<file path="src/rtl/uart_rx_frame_check.sv">
`default_nettype none
// ============================================================================
// Module   : uart_rx_frame_check
// Purpose  : UART receive-frame checker. Follows frame position from the
//            oversampler's per-bit strobe, assembles the data word LSB-first,
//            computes parity serially and checks start/parity/stop bits.
//            Reports per-frame status and keeps saturating error counters.
// Ports    : CLK, RST (async, active-low)
//            bit_vld, sampled_bit        - per-bit strobe and sampled value
//            PAR_EN, PAR_TYP, STOP2      - frame config, latched at start bit
//            err_clr                     - synchronous clear of both counters
//            frm_done, P_DATA            - frame complete pulse, data word
//            par_err, stp_err            - status of the last frame
//            strt_glitch                 - start bit sampled 1, frame aborted
//            par_err_cnt, stp_err_cnt    - saturating error counters
// Revision : 1.0 - initial release
// ============================================================================
module uart_rx_frame_check #(
    parameter int DATA_WIDTH = 8,
    parameter int CNT_WIDTH  = 8
) (
    input  logic                  CLK,
    input  logic                  RST,
    input  logic                  bit_vld,
    input  logic                  sampled_bit,
    input  logic                  PAR_EN,
    input  logic [1:0]            PAR_TYP,
    input  logic                  STOP2,
    input  logic                  err_clr,
    output logic                  frm_done,
    output logic [DATA_WIDTH-1:0] P_DATA,
    output logic                  par_err,
    output logic                  stp_err,
    output logic                  strt_glitch,
    output logic [CNT_WIDTH-1:0]  par_err_cnt,
    output logic [CNT_WIDTH-1:0]  stp_err_cnt
);

    typedef enum logic [2:0] {
        S_IDLE   = 3'd0,
        S_DATA   = 3'd1,
        S_PARITY = 3'd2,
        S_STOP1  = 3'd3,
        S_STOP2  = 3'd4
    } state_t;

    localparam int                   c_BCW      = (DATA_WIDTH > 1) ? $clog2(DATA_WIDTH) : 1;
    localparam logic [c_BCW-1:0]     c_LAST_BIT = c_BCW'(DATA_WIDTH - 1);
    localparam logic [c_BCW-1:0]     c_BIT_ONE  = c_BCW'(1);
    localparam logic [CNT_WIDTH-1:0] c_CNT_MAX  = {CNT_WIDTH{1'b1}};
    localparam logic [CNT_WIDTH-1:0] c_CNT_ONE  = CNT_WIDTH'(1);

    state_t                  r_state;
    state_t                  w_state_nxt;
    logic [DATA_WIDTH-1:0]   r_shift;
    logic [c_BCW-1:0]        r_bit_cnt;
    logic                    r_acc;
    logic                    r_par_en;
    logic [1:0]              r_par_typ;
    logic                    r_stop2;
    logic                    r_par_bad;
    logic                    r_stop_bad;

    logic                    w_start;
    logic                    w_glitch;
    logic                    w_shift;
    logic                    w_par_chk;
    logic                    w_stop_smp;
    logic                    w_done;
    logic                    w_par_exp;
    logic                    w_stop_bad;

    // State register
    always_ff @(posedge CLK or negedge RST) begin
        if (!RST) begin
            r_state <= S_IDLE;
        end else begin
            r_state <= w_state_nxt;
        end
    end

    // Next state and per-strobe action decode; nothing moves without bit_vld
    always_comb begin
        w_state_nxt = r_state;
        w_start     = 1'b0;
        w_glitch    = 1'b0;
        w_shift     = 1'b0;
        w_par_chk   = 1'b0;
        w_stop_smp  = 1'b0;
        w_done      = 1'b0;
        if (bit_vld) begin
            case (r_state)
                S_IDLE: begin
                    if (sampled_bit) begin
                        w_glitch = 1'b1;
                    end else begin
                        w_start     = 1'b1;
                        w_state_nxt = S_DATA;
                    end
                end
                S_DATA: begin
                    w_shift = 1'b1;
                    if (r_bit_cnt == c_LAST_BIT) begin
                        w_state_nxt = r_par_en ? S_PARITY : S_STOP1;
                    end
                end
                S_PARITY: begin
                    w_par_chk   = 1'b1;
                    w_state_nxt = S_STOP1;
                end
                S_STOP1: begin
                    w_stop_smp = 1'b1;
                    if (r_stop2) begin
                        w_state_nxt = S_STOP2;
                    end else begin
                        w_done      = 1'b1;
                        w_state_nxt = S_IDLE;
                    end
                end
                S_STOP2: begin
                    w_stop_smp  = 1'b1;
                    w_done      = 1'b1;
                    w_state_nxt = S_IDLE;
                end
                default: w_state_nxt = S_IDLE;
            endcase
        end
    end

    // Expected parity bit from the latched parity type
    always_comb begin
        case (r_par_typ)
            2'b00:   w_par_exp = r_acc;
            2'b01:   w_par_exp = ~r_acc;
            2'b10:   w_par_exp = 1'b1;
            default: w_par_exp = 1'b0;
        endcase
    end

    // Stop flag including the bit being sampled now, so the completing edge
    // can publish it without waiting for r_stop_bad to update.
    assign w_stop_bad = ~sampled_bit | ((r_state == S_STOP2) & r_stop_bad);

    // Frame datapath and registered status outputs
    always_ff @(posedge CLK or negedge RST) begin
        if (!RST) begin
            r_shift     <= '0;
            r_bit_cnt   <= '0;
            r_acc       <= 1'b0;
            r_par_en    <= 1'b0;
            r_par_typ   <= 2'b00;
            r_stop2     <= 1'b0;
            r_par_bad   <= 1'b0;
            r_stop_bad  <= 1'b0;
            P_DATA      <= '0;
            par_err     <= 1'b0;
            stp_err     <= 1'b0;
            frm_done    <= 1'b0;
            strt_glitch <= 1'b0;
        end else begin
            frm_done    <= w_done;
            strt_glitch <= w_glitch;
            if (w_start) begin
                r_shift    <= '0;
                r_bit_cnt  <= '0;
                r_acc      <= 1'b0;
                r_par_en   <= PAR_EN;
                r_par_typ  <= PAR_TYP;
                r_stop2    <= STOP2;
                r_par_bad  <= 1'b0;
                r_stop_bad <= 1'b0;
            end
            if (w_shift) begin
                r_shift   <= {sampled_bit, r_shift[DATA_WIDTH-1:1]};
                r_acc     <= r_acc ^ sampled_bit;
                r_bit_cnt <= r_bit_cnt + c_BIT_ONE;
            end
            if (w_par_chk) begin
                r_par_bad <= sampled_bit ^ w_par_exp;
            end
            if (w_stop_smp) begin
                r_stop_bad <= w_stop_bad;
            end
            if (w_done) begin
                P_DATA  <= r_shift;
                par_err <= r_par_en & r_par_bad;
                stp_err <= w_stop_bad;
            end
        end
    end

    // Error counters step on the frm_done cycle; err_clr has priority
    always_ff @(posedge CLK or negedge RST) begin
        if (!RST) begin
            par_err_cnt <= '0;
            stp_err_cnt <= '0;
        end else if (err_clr) begin
            par_err_cnt <= '0;
            stp_err_cnt <= '0;
        end else begin
            if (frm_done && par_err && (par_err_cnt != c_CNT_MAX)) begin
                par_err_cnt <= par_err_cnt + c_CNT_ONE;
            end
            if (frm_done && stp_err && (stp_err_cnt != c_CNT_MAX)) begin
                stp_err_cnt <= stp_err_cnt + c_CNT_ONE;
            end
        end
    end

endmodule
`default_nettype wire
</file>
<file path="config.mk">
export PLATFORM = sky130hd
export DESIGN_NAME = uart_rx_frame_check
export DESIGN_NICKNAME = d
export VERILOG_FILES = /design/src/rtl/uart_rx_frame_check.sv
export SDC_FILE = /design/constraint.sdc
export NUM_CORES = 1
export LEC_CHECK = 0
export ABC_AREA = 1
export CELL_PAD_IN_SITES_DETAIL_PLACEMENT = 2
export CELL_PAD_IN_SITES_GLOBAL_PLACEMENT = 2
export CORE_MARGIN = 5
export CORE_UTILIZATION = 28
export DETAILED_ROUTE_END_ITERATION = 8
export PLACE_DENSITY_LB_ADDON = 0.3
export SYNTH_ARGS = -nofsm -noshare
export SYNTH_HDL_FRONTEND = slang
export SYNTH_SLANG_ARGS = --single-unit
</file>
<file path="constraint.sdc">
create_clock -name CLK -period 1.3 [get_ports CLK]
set_input_delay 0.13 -clock CLK [delete_from_list [all_inputs] [get_ports CLK]]
set_output_delay 0.13 -clock CLK [all_outputs]
set_load 0.05 [all_outputs]
</file>
# Word level (Yosys, flattened, before mapping)

Cells that the tools add are included.

Register bits: 49
Latch bits: 0
Bits in writable memories: 0
Bits in read-only memories: 0
Input bits: 9
Output and inout port bits: 28
Logic and storage cells: 83
Memories kept: 0

$add $sub $neg: 3
Multipliers: 0
Div/mod/pow operators: 0
$lt $le $gt $ge: 0
Eq/ne operators: 11
Shift operators: 0
Muxes and demuxes: 33
Bitwise gates (word level): 7
Reductions and logical operators: 13

Operator list:

| cell                | number |
|---|---|
| $mux 8              | 6 |
| $mux 1              | 19 |
| $add 8x1->8 const B | 2 |
| $ne 8x8->1 const B  | 2 |
| $mux 3              | 5 |
| $pmux 3 s4          | 1 |
| $reduce_bool 2->1   | 5 |
| $eq 3x2->1 const B  | 2 |
| $eq 3x3->1 const B  | 2 |
| $logic_and 1x1->1   | 4 |
| $ne 2x2->1 const B  | 2 |
| $add 3x1->3 const B | 1 |
| $eq 3x1->1 const B  | 1 |
| $logic_not 3->1     | 1 |
| $pmux 1 s3          | 1 |
| $reduce_and 3->1    | 1 |
| $and 1x1->1         | 2 |
| $eq 2x1->1 const B  | 1 |
| $eq 2x2->1 const B  | 1 |
| $logic_not 2->1     | 1 |
| $not 1->1           | 2 |
| $pmux 1 s2          | 1 |
| $reduce_or 2->1     | 1 |
| $xor 1x1->1         | 2 |
| $or 1x1->1          | 1 |

# Longest topological paths before layout

Gate-level depths: netlist of the first run.

Word-level depth: 5
Mapped depth: 9

# Worst setup path before layout of the first run

Ideal clock, no wire load.

Path kind: register to register
Start point: register stp_err_cnt[1]
End point: register stp_err_cnt[5]
Arrival time: 1522 ps
Path slack: -339 ps
Cell stages (with the launch flop): 9
Buffers on the path: 0
Cell sequence: dfrtp_1 > ha_1 > nand2_1 > nor2_4 > nand2_1 > nand3_1 > nand2_1 > nand2_1 > nor2_1

Longest elaborated chain between the ends: 3

Ends and longest elaborated chain:

| item                                        | line     | source |
|---|---|---|
| start: declaration                          | 36       | `output logic [CNT_WIDTH-1:0] stp_err_cnt` |
| start signal: assignment                    | 205      | `stp_err_cnt <= stp_err_cnt + c_CNT_ONE;` |
| $add 8x1->8 or $ne 8x8->1 (tied branches)   | 205, 204 |  |
| $mux 8 or $logic_and 1x1->1 (tied branches) | 204      | `if (frm_done && stp_err && (stp_err_cnt != c_CNT_MAX)) begin` |
| $mux 8 or $reduce_bool 2->1 (tied branches) | -        |  |

Several ways; a longest one is shown, not always the timed one. The select of a mux whose other input is x is not followed.
A chain may end at the register's enable or synchronous reset.

# Final worst setup path of the first run

Start point: register r_state[0]
End point: register P_DATA[7]

Longest elaborated chain between the ends: 3

Ends and longest elaborated chain:

| item                                     | line | source |
|---|---|---|
| start: declaration                       | 53   | `state_t r_state;` |
| start signal: assignment                 | 78   | `r_state <= w_state_nxt;` |
| $eq 3x3->1 or $eq 3x2->1 (tied branches) | 92   | `case (r_state)` |
| $pmux 1 s2 *                             | 92   |  |
| $mux 1 *                                 | 91   | `if (bit_vld) begin` |
| end signal: assignment                   | 185  | `P_DATA <= r_shift;` |
| end: declaration                         | 31   | `output logic [DATA_WIDTH-1:0] P_DATA,` |

Mark *: on every way between the ends. The rest lies on a longest branch, timed or not.

==> results of run 1 <==
critical path: stages, from the launching register on:
cell and delay, ps:
dfrtp_1 390, inv_2 80, nor2_4 130, nand2_2 100
o21ai_4 250, nand2_4 140, nand2_1 100, nand2_1 50
Yosys cell counts, types with 3 or more instances:
| master | n | share of area [%] |
|---|---|---|
| nand2_1 | 107 | 17 |
| ha_1 | 4 | 2.1 |
| inv_1 | 27 | 4.2 |
| dfrtp_1 | 49 | 51 |
| nand3_1 | 41 | 8.5 |
| o21ai_0 | 7 | 1.4 |
| a21oi_1 | 5 | 1.0 |
| buf_6 | 4 | 1.9 |
| nor2_4 | 3 | 1.4 |
| nor2_2 | 3 | 0.77 |
| nand4_1 | 4 | 1.0 |
| nor2_1 | 22 | 3.4 |
| o21ai_1 | 5 | 1.0 |
metal layers:
metal	track usage, %	up-vias	wire length [um]
met4	3.29	0	78
met1	16.9	1166	3210
li1	-	1123	-
met2	26.9	33	4100
met3	2.57	7	233
met5	0	-	0
sequential cells by signal, summed over array words and instances, names as in the netlist:
| name | flops |
|---|---|
| stp_err | 1 |
| strt_glitch | 1 |
| frm_done | 1 |
| r_bit_cnt | 3 |
| r_stop_bad | 1 |
| r_state | 3 |
| r_par_bad | 1 |
| r_acc | 1 |
| r_par_en | 1 |
| par_err | 1 |
| P_DATA | 8 |
| r_shift | 8 |
| stp_err_cnt | 8 |
| r_par_typ | 2 |
| r_stop2 | 1 |
| par_err_cnt | 8 |
layout make-up:
type / instances / area (um^2) / share of cell area (%)
Tap cell: 108 / 135 / 3.57
Multi-Input combinational cell: 216 / 1170 / 30.9
Inverter: 29 / 116 / 3.07
Sequential cell: 49 / 1240 / 32.9
Timing Repair Buffer: 82 / 1030 / 27.3
Clock buffer: 6 / 72.6 / 1.92
Clock inverter: 2 / 15.0 / 0.396
path summary, 6_finish.rpt:
check	to	start	slack, ps
min in group CLK	r_par_typ[1]	PAR_TYP[1]	350
setup / recovery	P_DATA[7]	r_state[0]	-40
hold reg to reg	r_bit_cnt[0]	r_bit_cnt[0]	500
setup reg to reg	P_DATA[7]	r_state[0]	-40
hold / removal	stp_err_cnt[6]	RST	200
max in group asynchronous	par_err_cnt[0]	RST	580
kinds of logic after synthesis:
logic type	Yosys count
AOI/OAI and AO/OA	22
xor gates and xnor gates	3
adders and majority gates	4
buffers and inverters	38
DFF	49
and+or+nand+nor	186
power by group:
group | internal (mW) | switching, mW | total, mW
Clock | 0.381 | 0.565 | 0.946
Combinational | 1.21 | 1.48 | 2.69
Sequential | 1.90 | 0.346 | 2.25
what timing repair did:
action                                  CTS  global route
endpoints found under the hold margin    49             0
hold buffers                              1             0
pin swaps                                 1             8
endpoints found under the setup margin   17            42
gates resized for setup                   1            36
cloned                                    0             2
buffers inserted                          2             9
stage by stage:
stage | hold slack (ps) | utilization [%] | instance area, um^2 | total power [mW]
floorplan | -166 | - | 2480 | 3.50
global placement | 8.96 | 40.4 | 3470 | 4.54
detailed placement | 9.99 | 40.4 | 3470 | 4.63
CTS | 194 | 41.7 | 3580 | 5.63
global route | 229 | 44.1 | 3790 | 6.26
finish | 202 | 44.1 | 3790 | 5.89
cells in the final DEF (no fill, tap or decap), types with 2 or more instances in the layout:
cell,synthesis,layout
a21oi_1,5,4
a31oi_1,2,2
buf_12,0,31
buf_4,2,39
buf_6,4,3
clkbuf_8,0,5
clkdlybuf4s50_1,0,7
clkinvlp_4,0,2
dfrtp_1,49,34
dfrtp_2,0,15
ha_1,4,2
ha_4,0,2
inv_1,27,25
inv_2,2,2
nand2_1,107,89
nand2_2,1,16
nand2_4,0,4
nand3_1,41,38
nand3_2,1,3
nand4_1,4,4
nor2_1,22,19
nor2_2,3,3
nor2_4,3,6
nor3_1,2,2
o21ai_0,7,6
o21ai_1,5,6
xor2_1,2,2
==> key figures, run 1 <==
Floorplan
  • Row count: 34
  • Num ports: 37
  • Initial core utilization: 28.2%
  • Full die area: 10600 um^2
  • Chip Height: 103 um
  • CORE AREA: 8590 um^2
  • Die X: 103 um

Synth
  • Syn_nets: 315
  • Mapped Avg Cell Area: 8.03 um^2
  • Adder-cell area share of the yosys netlist: 2.06%
  • Post-synthesis sequential area ratio: 50.5%
  • Synth async-reset ratio: 100%
  • Synth Area in Simple Gates: 33.5%
  • Post-synth EDFFs: 0
  • Syn Inst Count: 302
  • Yosys reg bits: 49
  • Post-synth cell types: 28
  • Mapped cell area: 2430 um^2
  • Main combinational cell family by area after synthesis: simple AND/OR/NAND/NOR gates
  • Xor/xnor cell area share of the yosys netlist: 1.08%
  • Multiplexer area fraction after synthesis: 0%
  • Top_reg_cell synth: dfrtp_1
  • Syn. warnings: 0
  • Compound-cell area share of the yosys netlist: 5.36%

Power and ir drop
  • VDD IR max: 752 uV
  • Power Dens Cells: 1550 nW/um^2
  • P_leak: 1.87 nW

Layout
  • FILL cells: 934
  • Nets: 396
  • Non-Filler Instances: 492
  • Share of cells above drive strength 1: 36.2%
  • Antenna cells: 0
  • Area growth syn-to-layout: 56.1%

Global route
  • Largest net degree at the start of global routing: 42
  • Initial antenna violation count: 0
  • All-Layer GR Usage: 14.4%
  • First-pass GRT wire length: 12100 um
  • Total global routing overflow: 0
  • Vias in the first global route: 2537

Placed design
  • DP Worst Slack: -158 ps
  • DP HPWL: 5370 um
  • GP Congestion: 0.758
  • Post-Place Cells: 470
  • PortBufs: 36

Detailed routing
  • DR vias: 2329
  • DRC Markers: 0
  • Routed WL: 7620 um
  • Vias/cell: 4.73
  • Drt initial violations: 40
  • Antenna Nets Post-Route: 0
  • Routed WL per cell: 15.5 um
  • DR pass1 iterations: 4

Timing
  • Unrepaired setup endpoints after global routing: true
  • Worst Skew: 10.3 ps
  • Final worst slack: -37.4 ps
  • Worst slew pin tran: 349 ps
  • F_max: 748 MHz
  • Post-route setup TNS: -129 ps
  • Final setup violation count: 9
  • Tmin final: 1340 ps
  • Crit share post-route: 103%
  • Max_slew headroom: 76.7%
  • Final Max Slew Viols: 0
  • Final hold vios: 0

Clock network
  • Clk sinks: 49
  • Skew-Pair Late Insertion Delay: 310 ps
  • Htree depth: 2
  • Clock tree buffer depth: 2
  • CTS tree: done
  • Clk pin slew, worst setup/hold paths: 100 ps
  • TritonCTS buffer count: 5
  • CTS root buffer: clkbuf_8

Outcome
  • Failing checks: setup timing
  • Outcome: finished with violations

Worst setup path
  • CP Capture Type: register
  • Worst Path Required: 1510 ps
  • Critical-path maximum fanout: 6
  • CP arrival: 1540 ps
  • Startpoint types: register
  • Critical path type: register to register
  • R2R depth: 7

Min path
  • Class of the worst hold path: primary input to asynchronous set/reset pin

Run
  • Max Cap Viol: 0
(Power assumes the default switching activity.)
==> inputs of run 2 (changes only) <==
--- a/config.mk
+++ b/config.mk
@@ -5,13 +5,12 @@
 export SDC_FILE = /design/constraint.sdc
 export NUM_CORES = 1
 export LEC_CHECK = 0
-export ABC_AREA = 1
 export CELL_PAD_IN_SITES_DETAIL_PLACEMENT = 2
 export CELL_PAD_IN_SITES_GLOBAL_PLACEMENT = 2
 export CORE_MARGIN = 5
-export CORE_UTILIZATION = 28
+export CORE_UTILIZATION = 31
 export DETAILED_ROUTE_END_ITERATION = 8
-export PLACE_DENSITY_LB_ADDON = 0.3
+export PLACE_DENSITY_LB_ADDON = 0.1
 export SYNTH_ARGS = -nofsm -noshare
 export SYNTH_HDL_FRONTEND = slang
 export SYNTH_SLANG_ARGS = --single-unit
==> run 2 against run 1 <==
Worst setup slack worse by 290 ps. Sequential share of layout area is 4.5 points lower. Worst hold slack better by 130 ps. Largest cell class is now non-clock buffers. Global-route usage is 7.1 points higher. Cell area is 17% higher. Via count is 3.3% lower. Count of clock-buffer cells in the layout is 1 lower. The flow still finishes with violations (setup timing). Critical path type unchanged.
==> key figures, run 2 <==
Layout
  • Nets: 348
  • Leading cell types in the layout, fill and taps excluded: buf_4 (47), buf_6 (31), buf_12 (31), dfrtp_1 (29), nand2_1 (21)
  • Most common cell after layout, fill and taps aside: buf_4
  • FILL cells: 642
  • Non-Filler Instances: 435
  • Share of cells above drive strength 1: 66.4%
  • Antenna cells: 0
  • Area growth syn-to-layout: 92.0%

Global route
  • Vias in the first global route: 2564
  • Initial antenna violation count: 0
  • First-pass GRT wire length: 14700 um
  • All-Layer GR Usage: 21.5%
  • Largest net degree at the start of global routing: 50
  • Total global routing overflow: 0

Floorplan
  • Num ports: 37
  • Chip Height: 96.2 um
  • Row count: 31
  • Die X: 96.2 um
  • Initial core utilization: 31.7%
  • Full die area: 9250 um^2
  • CORE AREA: 7250 um^2

Synth
  • Most frequent cell after synthesis: dfrtp_1
  • Multiplexer area fraction after synthesis: 6.74%
  • Yosys reg bits: 49
  • Syn_nets: 227
  • Top post-synthesis cells by area: dfrtp_1 (53%), mux2_2 (5.9%), nand2_1 (4.9%), o21ai_0 (4.8%), nor2_1 (2.4%)
  • Post-synth EDFFs: 0
  • Most frequent cells after synthesis: dfrtp_1 (49), nand2_1 (30), o21ai_0 (22)
  • Synth Area in Simple Gates: 18.2%
  • Xor/xnor cell area share of the yosys netlist: 2.66%
  • Mapped Avg Cell Area: 10.8 um^2
  • Adder-cell area share of the yosys netlist: 2.18%
  • Synth async-reset ratio: 100%
  • Main combinational cell family by area after synthesis: simple AND/OR/NAND/NOR gates
  • Syn. warnings: 0
  • Post-synth cell types: 44
  • Top_reg_cell synth: dfrtp_1
  • Compound-cell area share of the yosys netlist: 14.6%
  • Top cell type's share of synthesized area: 53.3%
  • Mapped cell area: 2300 um^2
  • Post-synthesis sequential area ratio: 53.3%
  • Largest area contributor in the netlist: dfrtp_1
  • Syn Inst Count: 214

Outcome
  • Outcome: finished with violations
  • Failing checks: setup timing

Clock network
  • CTS root buffer: clkbuf_8
  • Skew-Pair Late Insertion Delay: 320 ps
  • Clk sinks: 49
  • CTS tree: done
  • Clock tree buffer depth: 2
  • Clk pin slew, worst setup/hold paths: 110 ps
  • TritonCTS buffer count: 5
  • Htree depth: 2

Worst setup path
  • CP Buf/Inv Count: 1
  • CP arrival: 1840 ps
  • Critical-path cell list: and4bb_2 -> o21ai_4 -> clkbuf_16 -> mux2_4
  • Crit-path leading delay family: flip-flops
  • Critical path type: register to register
  • Reg2reg setup slack: -330 ps
  • Startpoint types: register
  • Worst Path Required: 1510 ps
  • Slowest cell on the critical path: dfrtp_2
  • Critical path's largest stage delay: 480 ps
  • Critical-path maximum fanout: 4
  • CP Capture Type: register

Power and ir drop
  • Power Dens Cells: 1440 nW/um^2
  • P_leak: 1.91 nW
  • VDD IR max: 1020 uV
  • Tot Pwr: 6.37 mW

Detailed routing
  • Routed WL per cell: 26.6 um
  • Antenna Nets Post-Route: 0
  • DR vias: 2253
  • DRC Markers: 0
  • Vias/cell: 5.18
  • Drt initial violations: 84
  • DR pass1 iterations: 4
  • Routed WL: 11600 um

Timing
  • F_max: 613 MHz
  • Hold Slack: 336 ps
  • Worst Skew: 10.8 ps
  • Final hold vios: 0
  • Max_slew headroom: 76.1%
  • Post-route setup TNS: -10010 ps
  • Tmin final: 1630 ps
  • Worst slew pin tran: 356 ps
  • Final setup violation count: 47
  • Final worst slack: -332 ps
  • Crit share post-route: 126%
  • Unrepaired setup endpoints after global routing: true
  • Final Max Slew Viols: 0

Placed design
  • PortBufs: 36
  • GP Congestion: 0.751
  • DP HPWL: 5330 um
  • Post-Place Cells: 405

Run
  • Max Cap Viol: 0

Min path
  • Class of the worst hold path: primary input to asynchronous set/reset pin
==> run 2: changes by cell type after synthesis, sizes merged, moves of 5 or more <==
cell   delta
nand2    -77
mux2     +12
nand3    -34
inv      -23
o21ai    +10
or4       +6
buf       -5
nor2     -13
==> run 2: metrics by stage <==
stage / instance area (um^2) / setup slack, ps / util (%)
floorplan: 2450 / -339 / -
global placement: 3670 / -305 / 50.6
detailed placement: 3670 / -352 / 50.6
CTS: 4060 / -199 / 56.0
global route: 4420 / -359 / 60.9
finish: 4420 / -332 / 60.9
==> run 2: report_power, final <==
group	switching, mW	leakage (nW)	total, mW	internal [mW]
Combinational	1.49	1.24	2.99	1.50
Sequential	0.449	0.622	2.36	1.91
Clock	0.626	0.0447	1.02	0.391
==> run 2: repair_timing <==
item                                    4_1_cts  5_1_grt
hold buffers                                  1        0
gates cloned                                  1        2
endpoints found under the setup margin       50       52
gates resized for setup                      54       67
pin swaps                                    11       28
setup buffers                                12       10
hold endpoints to repair                     49        0
==> run 2: final timing paths <==
| kind | from | depth (start not counted) | to |
|---|---|---|---|
| worst max-delay path | r_state[0] | 4 | P_DATA[1] |
| worst min-delay path | RST | 3 | par_err_cnt[6] |
| worst max register to register | r_state[0] | 4 | P_DATA[1] |
| worst min register to register | r_par_typ[0] | 1 | r_par_typ[0] |
| max in group asynchronous | RST | 3 | par_err_cnt[4] |
| min in group CLK | PAR_TYP[1] | 2 | r_par_typ[1] |
==> run 2: worst min-delay path: cells and delay by family <==
kind                   cells  cell delay [ps]
buffers and inverters      3              910
==> run 2: kinds of logic after synthesis <==
family,Yosys count
multiplexers,14
flip-flops,49
AO/OA/AOI/OAI,48
buffers and inverters,13
XOR/XNOR,7
adder cells (fa/ha/maj),4
AND/OR/NAND/NOR,79
==> run 2: cell type report <==
| class | instances | area, um^2 | area share, % |
|---|---|---|---|
| Sequential cell | 49 | 1250 | 28.3 |
| Inverter | 6 | 22.5 | 0.510 |
| Clock buffer | 5 | 68.8 | 1.56 |
| Multi-Input combinational cell | 152 | 1450 | 32.9 |
| Clock inverter | 3 | 25.0 | 0.567 |
| Timing Repair Buffer | 121 | 1470 | 33.3 |
| Tap cell | 99 | 124 | 2.80 |
==> run 2: layer usage <==
layer	vias to the layer above	global-route usage (%)	routed length, um
li1	1011	-	-
met1	1167	24.1	4540
met2	55	40.7	6420
met3	20	2.89	352
met4	0	7.94	275
met5	-	0	0
